==> config.mk <==
export PLATFORM = sky130hd
export DESIGN_NAME = pipelined_argmax
export DESIGN_NICKNAME = d
export VERILOG_FILES = /design/src/rtl/argmax_pkg.sv /design/src/rtl/argmax_node.sv /design/src/rtl/pipelined_argmax.sv
export SDC_FILE = /design/constraint.sdc
export NUM_CORES = 1
export LEC_CHECK = 0
export CAP_MARGIN = 15
export CORE_MARGIN = 5
export CORE_UTILIZATION = 52
export CTS_CLUSTER_DIAMETER = 80
export DETAILED_ROUTE_END_ITERATION = 10
export PLACE_DENSITY = 0.8
export SYNTH_ARGS = -nofsm -noshare
export SYNTH_HDL_FRONTEND = slang
export SYNTH_SLANG_ARGS = --single-unit
==> constraint.sdc <==
create_clock -name clk_in -period 2.5 [get_ports clk_in]
set_input_delay 0.375 -clock clk_in [delete_from_list [all_inputs] [get_ports clk_in]]
set_output_delay 0.375 -clock clk_in [all_outputs]
set_load 0.01 [all_outputs]
==> src/rtl/argmax_pkg.sv <==
// Shared definitions for the pipelined argmax tree: node packing width,
// tie-break policy and the max/min selection encoding.
package argmax_pkg;

  typedef enum logic {
    MODE_MAX = 1'b0,
    MODE_MIN = 1'b1
  } mode_e;

  // On equal values the node carrying the lower way index wins.
  localparam bit TIE_LOWER_PTR = 1'b1;

  // A tree node is packed as {valid, value, ptr}.
  function automatic int node_width(input int value_w, input int ptr_w);
    return 1 + value_w + ptr_w;
  endfunction

endpackage

==> src/rtl/argmax_node.sv <==
// Combinational two-input tree node: picks the better of two {valid, value, ptr}
// nodes under the current max/min mode, breaking ties on the way index.
module argmax_node
  import argmax_pkg::*;
#(
  parameter int VALUE_W = 4,
  parameter int PTR_W   = 3,
  localparam int NODE_W = node_width(VALUE_W, PTR_W)
) (
  input  logic [NODE_W-1:0] a_node,
  input  logic [NODE_W-1:0] b_node,
  input  logic              mode,
  output logic [NODE_W-1:0] y_node
);

  logic               a_valid, b_valid;
  logic [VALUE_W-1:0] a_value, b_value;
  logic [PTR_W-1:0]   a_ptr, b_ptr;
  logic               a_better, a_wins_tie;

  assign {a_valid, a_value, a_ptr} = a_node;
  assign {b_valid, b_value, b_ptr} = b_node;

  always_comb begin
    a_better   = (mode == MODE_MIN) ? (a_value < b_value) : (a_value > b_value);
    a_wins_tie = TIE_LOWER_PTR ? (a_ptr < b_ptr) : (a_ptr > b_ptr);
    // NOTE: default assignment first so every path drives y_node and no latch is inferred.
    y_node = '0;
    if (a_valid && b_valid) begin
      y_node = (a_better || ((a_value == b_value) && a_wins_tie)) ? a_node : b_node;
    end else if (a_valid) begin
      y_node = a_node;
    end else if (b_valid) begin
      y_node = b_node;
    end
  end

endmodule

==> src/rtl/pipelined_argmax.sv <==
// Pipelined argmax over NUM_WAY masked values, one register stage per tree layer.
// Optional feature macro: PIPELINED_ARGMAX_MIN_MODE_EN adds mode_in for per-request min selection.
module pipelined_argmax
  import argmax_pkg::*;
#(
  parameter int NUM_WAY                  = 8,
  parameter int SINGLE_WAY_WIDTH_IN_BITS = 4,
  parameter int WAY_PTR_WIDTH_IN_BITS    = (NUM_WAY > 1) ? $clog2(NUM_WAY) : 1
) (
  input  logic                                        clk_in,
  input  logic                                        reset_in,
  input  logic [SINGLE_WAY_WIDTH_IN_BITS*NUM_WAY-1:0] way_flatted_in,
  input  logic [NUM_WAY-1:0]                          condition_in,
`ifdef PIPELINED_ARGMAX_MIN_MODE_EN
  input  logic                                        mode_in,
`endif
  input  logic                                        valid_in,
  output logic                                        ready_out,
  output logic                                        valid_out,
  input  logic                                        ready_in,
  output logic [SINGLE_WAY_WIDTH_IN_BITS-1:0]         select_out,
  output logic [WAY_PTR_WIDTH_IN_BITS-1:0]            ptr_out,
  output logic                                        found_out
);

  localparam int W           = SINGLE_WAY_WIDTH_IN_BITS;
  localparam int P           = WAY_PTR_WIDTH_IN_BITS;
  localparam int DEPTH       = (NUM_WAY > 1) ? $clog2(NUM_WAY) : 1;
  localparam int LEAVES      = 1 << DEPTH;
  localparam int STAGE_NODES = LEAVES - 1;
  localparam int NODE_W      = node_width(W, P);
  localparam int ROOT        = LEAVES - 2;

  // Stage nodes are laid out layer after layer: stage k starts at this index.
  function automatic int stage_offset(input int k);
    return LEAVES - (LEAVES >> k);
  endfunction

  function automatic logic [DEPTH-1:0] lower_mask(input int k);
    logic [DEPTH-1:0] m;
    m = '0;
    for (int b = 0; b < k; b++) m[b] = 1'b1;
    return m;
  endfunction

  logic [NODE_W-1:0]      leaf_node  [LEAVES];
  logic [NODE_W-1:0]      comb_node  [STAGE_NODES];
  logic [NODE_W-1:0]      stage_node [STAGE_NODES];
  logic [STAGE_NODES-1:0] node_load;
  logic [DEPTH-1:0]       stage_valid;
  logic [DEPTH-1:0]       stage_load;
  logic [DEPTH-1:0]       layer_mode;
  logic [NODE_W-1:0]      root_node;

  // Leaves beyond NUM_WAY are permanently invalid, so they can never win.
  for (genvar i = 0; i < LEAVES; i++) begin : gen_leaf
    if (i < NUM_WAY) begin : gen_real
      assign leaf_node[i] = condition_in[i] ? {1'b1, way_flatted_in[i*W +: W], P'(i)} : '0;
    end else begin : gen_pad
      assign leaf_node[i] = '0;
    end
  end

  for (genvar k = 0; k < DEPTH; k++) begin : gen_layer
    localparam int OUT_OFF = stage_offset(k);
    localparam int N_OUT   = LEAVES >> (k + 1);
    for (genvar j = 0; j < N_OUT; j++) begin : gen_node
      logic [NODE_W-1:0] a_node, b_node;
      if (k == 0) begin : gen_from_leaf
        assign a_node = leaf_node[2*j];
        assign b_node = leaf_node[2*j+1];
      end else begin : gen_from_stage
        localparam int IN_OFF = stage_offset(k - 1);
        assign a_node = stage_node[IN_OFF+2*j];
        assign b_node = stage_node[IN_OFF+2*j+1];
      end
      argmax_node #(
        .VALUE_W(W),
        .PTR_W  (P)
      ) u_node (
        .a_node(a_node),
        .b_node(b_node),
        .mode  (layer_mode[k]),
        .y_node(comb_node[OUT_OFF+j])
      );
      assign node_load[OUT_OFF+j] = stage_load[k];
    end
  end

  // Stage k may load unless it and every stage after it are full while the
  // consumer stalls; this is the bubble-collapsing chain in closed form.
  always_comb begin
    stage_load = '0;
    for (int k = 0; k < DEPTH; k++) begin
      stage_load[k] = ready_in || !(&(stage_valid | lower_mask(k)));
    end
  end

  assign ready_out = stage_load[0] && !reset_in;

  always_ff @(posedge clk_in) begin
    if (reset_in) begin
      stage_valid <= '0;
    end else begin
      // NOTE: non-blocking so each stage samples its upstream's pre-edge value.
      if (stage_load[0]) stage_valid[0] <= valid_in;
      for (int k = 1; k < DEPTH; k++) begin
        if (stage_load[k]) stage_valid[k] <= stage_valid[k-1];
      end
    end
  end

  // NOTE: node data is not reset; every output derived from it is gated by a stage valid bit.
  always_ff @(posedge clk_in) begin
    for (int s = 0; s < STAGE_NODES; s++) begin
      if (node_load[s]) stage_node[s] <= comb_node[s];
    end
  end

`ifdef PIPELINED_ARGMAX_MIN_MODE_EN
  logic [DEPTH-1:0] stage_mode;

  always_ff @(posedge clk_in) begin
    if (stage_load[0]) stage_mode[0] <= mode_in;
    for (int k = 1; k < DEPTH; k++) begin
      if (stage_load[k]) stage_mode[k] <= stage_mode[k-1];
    end
  end

  // Each layer compares under the mode travelling with the request it is fed.
  always_comb begin
    layer_mode    = '0;
    layer_mode[0] = mode_in;
    for (int k = 1; k < DEPTH; k++) layer_mode[k] = stage_mode[k-1];
  end
`else
  always_comb begin
    layer_mode = '0;
    for (int k = 0; k < DEPTH; k++) layer_mode[k] = MODE_MAX;
  end
`endif

  assign root_node  = stage_node[ROOT];
  assign valid_out  = stage_valid[DEPTH-1];
  assign found_out  = valid_out && root_node[NODE_W-1];
  assign select_out = found_out ? root_node[P +: W] : '0;
  assign ptr_out    = found_out ? root_node[P-1:0] : '0;

endmodule

# --- Word-level counts from Yosys, hierarchy flattened ---
# Memory sizes are Yosys's and may differ from the RTL's.
# Cells that the tools add are included.
classes:
  n_lt_le_gt_ge: 14
  n_reduce_logical: 32
  mux: 44
  n_eq_ne: 7
ops:
  columns: ["operator", "n"]
  rows:
  - ["two-way mux 8 bit", 36]
  - ["equality test 4 bit", 7]
  - ["> comparator 4 bit", 7]
  - ["< comparator 3 bit", 7]
  - ["logical AND 1 bit", 16]
  - ["logical OR 1 bit", 10]
  - ["two-way mux 1 bit", 6]
  - ["zero test 1 bit", 4]
  - ["two-way mux 4 bit", 1]
  - ["two-way mux 3 bit", 1]
  - ["AND reduction 3 bit", 1]
  - ["AND reduction 2 bit", 1]
totals:
  output_inout_bits: 10
  mem_count: 1
  ramBits: 56
  in_bits: 44
  register_bits: 3
mem_list:
  columns: ["name", "words", "word_bits", "rd", "rd_clocked_by_memory_dff", "wr", "line_no", "source"]
  rows:
  - ["stage_node", 7, 8, 7, 0, 7, "pipelined_argmax.sv:48", "logic [NODE_W-1:0] stage_node [STAGE_NODES];"]

# --- Longest topological paths before layout ---
# Gate-level depths: netlist of the first run.
logic_depth:
  word_depth: 6
  mapped_depth: 7
  mapped_depth_nobuf: 7

# --- Cells and area by module ---
# Synthesis of the first run repeated with hierarchy kept, for this count alone.
hier_totals:
  cells_unflattened: 356
  area_unflattened_um2: 4027.6
modules_own_cells:
  columns: ["mod", "area_per_inst_um2", "cells_each", "n_inst"]
  rows:
  - ["pipelined_argmax", 2092.0, 111, 1]
  - ["argmax_node", 276.5, 35, 7]

# --- Worst setup path after synthesis of the first run ---
# OpenSTA, ideal clock, no wires.
synth_path:
  path_kind: "flip-flop to flip-flop"
  from: "reg stage_valid[2]"
  to: "mem stage_node[0][0] (netlist name) (enable)"
  synth_period_minus_slack_ps: 1891
  n_path_buf: 0
  setup_ps: 495
  stages_incl_launch_ff: 3
  arrival_time_ps: 1396
  slack_ps: 609
  cell_sequence: "dfxtp_1 -> nor2b_1 -> nand3_1"
synth_rtl:
  columns: ["element", "line_no", "source"]
  rows:
  - ["start: declaration", "pipelined_argmax.sv:50", "logic [DEPTH-1:0] stage_valid;"]
  - ["start signal: indexed assignment", "pipelined_argmax.sv:108", "if (stage_load[k]) stage_valid[k] <= stage_valid[k-1];"]
  - ["end: declaration", "pipelined_argmax.sv:48", null]

==> results by group, run 1 <==
Status
  • Status: completed

STA
  • Max frequency: 452 MHz
  • Hold Slack: 0.507 ns
  • Period utilization: 0.884
  • Fin. Hold Viols: 0
  • Worst slew pin tran: 0.581 ns
  • Worst slew margin: 0.612
  • Final Max Tran Viols: 0
  • Clock skew: 0.00581 ns
  • Post-route minimum period: 2.21 ns
  • Final setup violation count: 0
  • RSZ-0062 raised after global routing: no

Die
  • Die area: 7160 um^2
  • Initial Util: 0.529
  • Die W: 84.6 um
  • Die outline height: 84.6 um
  • Core footprint: 5470 um^2
  • I/O pin cnt: 54
  • Std cell rows: 27

Clock network
  • Num CTS Buffers: 5
  • H-tree depth: 2
  • TritonCTS clock tree: built
  • Number of setup buffers added after CTS: 0
  • CTS Sinks: 49
  • Worst-skew pair later-pin latency: 0.30 ns
  • Post_cts resized: 0
  • Clk slew on worst S/H paths: 0.08 ns
  • CTS root buffer: clkbuf_8
  • Longest Clk Path Bufs: 2
  • Hold buffers post-CTS: 0

Yosys
  • Seq/Total Area, Yosys: 0.498
  • Most numerous cell in the Yosys netlist: edfxtp_1
  • Yosys reg bits: 49
  • Synth Warn #: 0
  • Compound-Gate Fraction of Synth Area: 0.189
  • Top cell type's share of synthesized area: 0.477
  • Synth top area cells: edfxtp_1 48%, ha_1 12%, inv_1 3.5%, a32o_1 3.5%, nand2_1 3.2%
  • Post-synthesis cell type count: 30
  • Multiplexer area fraction after synthesis: 0
  • Mean post-synth cell area: 11.7 um^2
  • Post-Synth Adder-Cell Area: 0.121
  • Syn_nets: 319
  • Primary FF master, synth: edfxtp_1
  • Asr flop ratio synth: 0
  • Syn Inst Count: 247
  • Post-synthesis xor/xnor area fraction: 0
  • Largest family of logic cells by synthesized area: compound AO/OA/AOI/OAI gates
  • Synthesized area: 2890 um^2
  • Simple-gate share of the synthesized area: 0.151
  • Number of synthesized flops with an enable pin: 46
  • Top post-synthesis cells by count: 46 x edfxtp_1, 28 x ha_1, 27 x inv_1, 25 x nand2_1, 11 x and3_1
  • Yosys top cell by area: edfxtp_1

Critical path
  • Critical-path cell with the highest stage delay: clkdlybuf4s50_1
  • Worst setup SP type: input pin
  • CP top delay family: simple AND/OR/NAND/NOR gates
  • Critical-path cell list: clkdlybuf4s50_1 > and2_1 > ha_1 > and3_1 > o21ai_0 > nand3_1 > a22o_1
  • CP Max Fanout: 8
  • Worst path bufs/invs: 1
  • Crit Path Category: input pin to flip-flop
  • Worst Setup End Kind: flip-flop
  • CP required: 2.55 ns
  • Max stage delay on crit path: 0.51 ns
  • Crit path arrival time: 2.26 ns

Place
  • Dpl hpwl: 4150 um
  • IO buf count: 53
  • Area after DPL: 3520 um^2
  • GP Congestion: 0.848
  • Inst Count DP: 372

Route
  • Total wire length: 5110 um
  • Number of vias per cell: 5.42
  • DRC: 0
  • Via count: 2061
  • DRT Pass-1 Iters: 4
  • DR WL/cell: 13.4 um
  • DRT antenna net count: 0
  • Iter 0 DRT Violations: 80

Cells and area
  • Antenna cells: 0
  • Fin util: 0.659
  • Fin area: 3600 um^2
  • Share of cells above drive strength 1: 0.114
  • Multi-input gate area: 1340 um^2
  • FILL cells: 446
  • Register Area: 1440 um^2
  • P&R area growth vs syn: 24.6%
  • Final std cells w/o fill: 380
  • Net count, final: 379

Power and ir drop
  • Maximum vdd drop: 281 uV
  • Lkg Pwr: 1.55 nW
  • PD cells: 621 nW/um^2
  • Total power: 0.00224 W

Global route
  • Initial antenna violation count: 0
  • First-pass GRT wire length: 8380 um
  • Gr ovfl total: 0
  • Largest net degree at the start of global routing: 26
  • Vias in the first global route: 1936
  • Gr usage total: 0.144

Flow run
  • Max capacitance violation total: 0

Min path
  • HP Class: flip-flop to flip-flop
## sequential cells by signal (all words and copies together) (netlist names)
register and cells:
stage_valid 3, stage_node 46
## path summary, 6_finish.rpt
check | cells after the start | slack, ns | from | to
worst max register to register | 5 | 0.54 | stage_node[5][3]$_DFFE_PP_ | stage_node[6][1]$_DFFE_PP_
worst max-delay path | 7 | 0.29 | condition_in[0] | stage_node[0][4]$_DFFE_PN_
worst min-delay path | 2 | 0.51 | stage_valid[0]$_SDFFE_PP0N_ | stage_valid[1]$_SDFFE_PP0P_
worst min register to register | 2 | 0.51 | stage_valid[0]$_SDFFE_PP0N_ | stage_valid[1]$_SDFFE_PP0P_
## worst min-delay path, stage by stage, from the launching register on
cell and delay (ns):
dfxtp_1 0.36, a21oi_1 0.05, nor2_1 0.07
## metrics by stage
step	worst slack (ns)	setup TNS (ns)
global placement	0.0377	0
finish	0.289	0
floorplan	0.609	0
detailed placement	-0.0299	-0.0744
CTS	0.297	0
global route	0.141	0
## cells by family after synthesis
family | count (synthesis)
DFF | 49
and+or+nand+nor | 79
adders and majority gates | 28
AOI/OAI and AO/OA | 61
buffers and inverters | 30
## per-layer routing
metal / global-route usage / routed length, um
met1: 0.180 / 2250
met2: 0.246 / 2540
met3: 0.0324 / 253
met4: 0.0532 / 63
met5: 0 / 0
## cells in the final DEF, fill, tap and decap left out, types with 6 or more instances in the layout
master,instances
clkdlybuf4s50_1,53
and3_1,11
a32o_2,6
o22ai_1,8
a22o_1,8
a32o_1,10
inv_1,27
nand2_1,25
or2_2,7
a21oi_1,6
and2_1,9
nor2_1,8
edfxtp_1,46
ha_1,28
## layout make-up
class                           count  share of cell area
Clock buffer                        6              0.0201
Clock inverter                      2             0.00278
Inverter                           27              0.0281
Multi-Input combinational cell    168               0.371
Sequential cell                    49               0.400
Tap cell                           72              0.0250
Timing Repair Buffer               56               0.153
## power breakdown
group | switching, W | internal (W)
clock | 0.000237 | 0.000194
sequential | 0.0000674 | 0.00108
combinational | 0.000295 | 0.000362
total | 0.000599 | 0.00164
Power figures use the tool's default switching activity.
==> run 2: changes to the inputs <==
--- a/config.mk
+++ b/config.mk
@@ -11,6 +11,7 @@
 export CTS_CLUSTER_DIAMETER = 80
 export DETAILED_ROUTE_END_ITERATION = 10
 export PLACE_DENSITY = 0.8
+export SKIP_CTS_REPAIR_TIMING = 1
 export SYNTH_ARGS = -nofsm -noshare
 export SYNTH_HDL_FRONTEND = slang
 export SYNTH_SLANG_ARGS = --single-unit
==> results of run 2 <==
Final layout, timing and power as in run 1 (identical DEF).
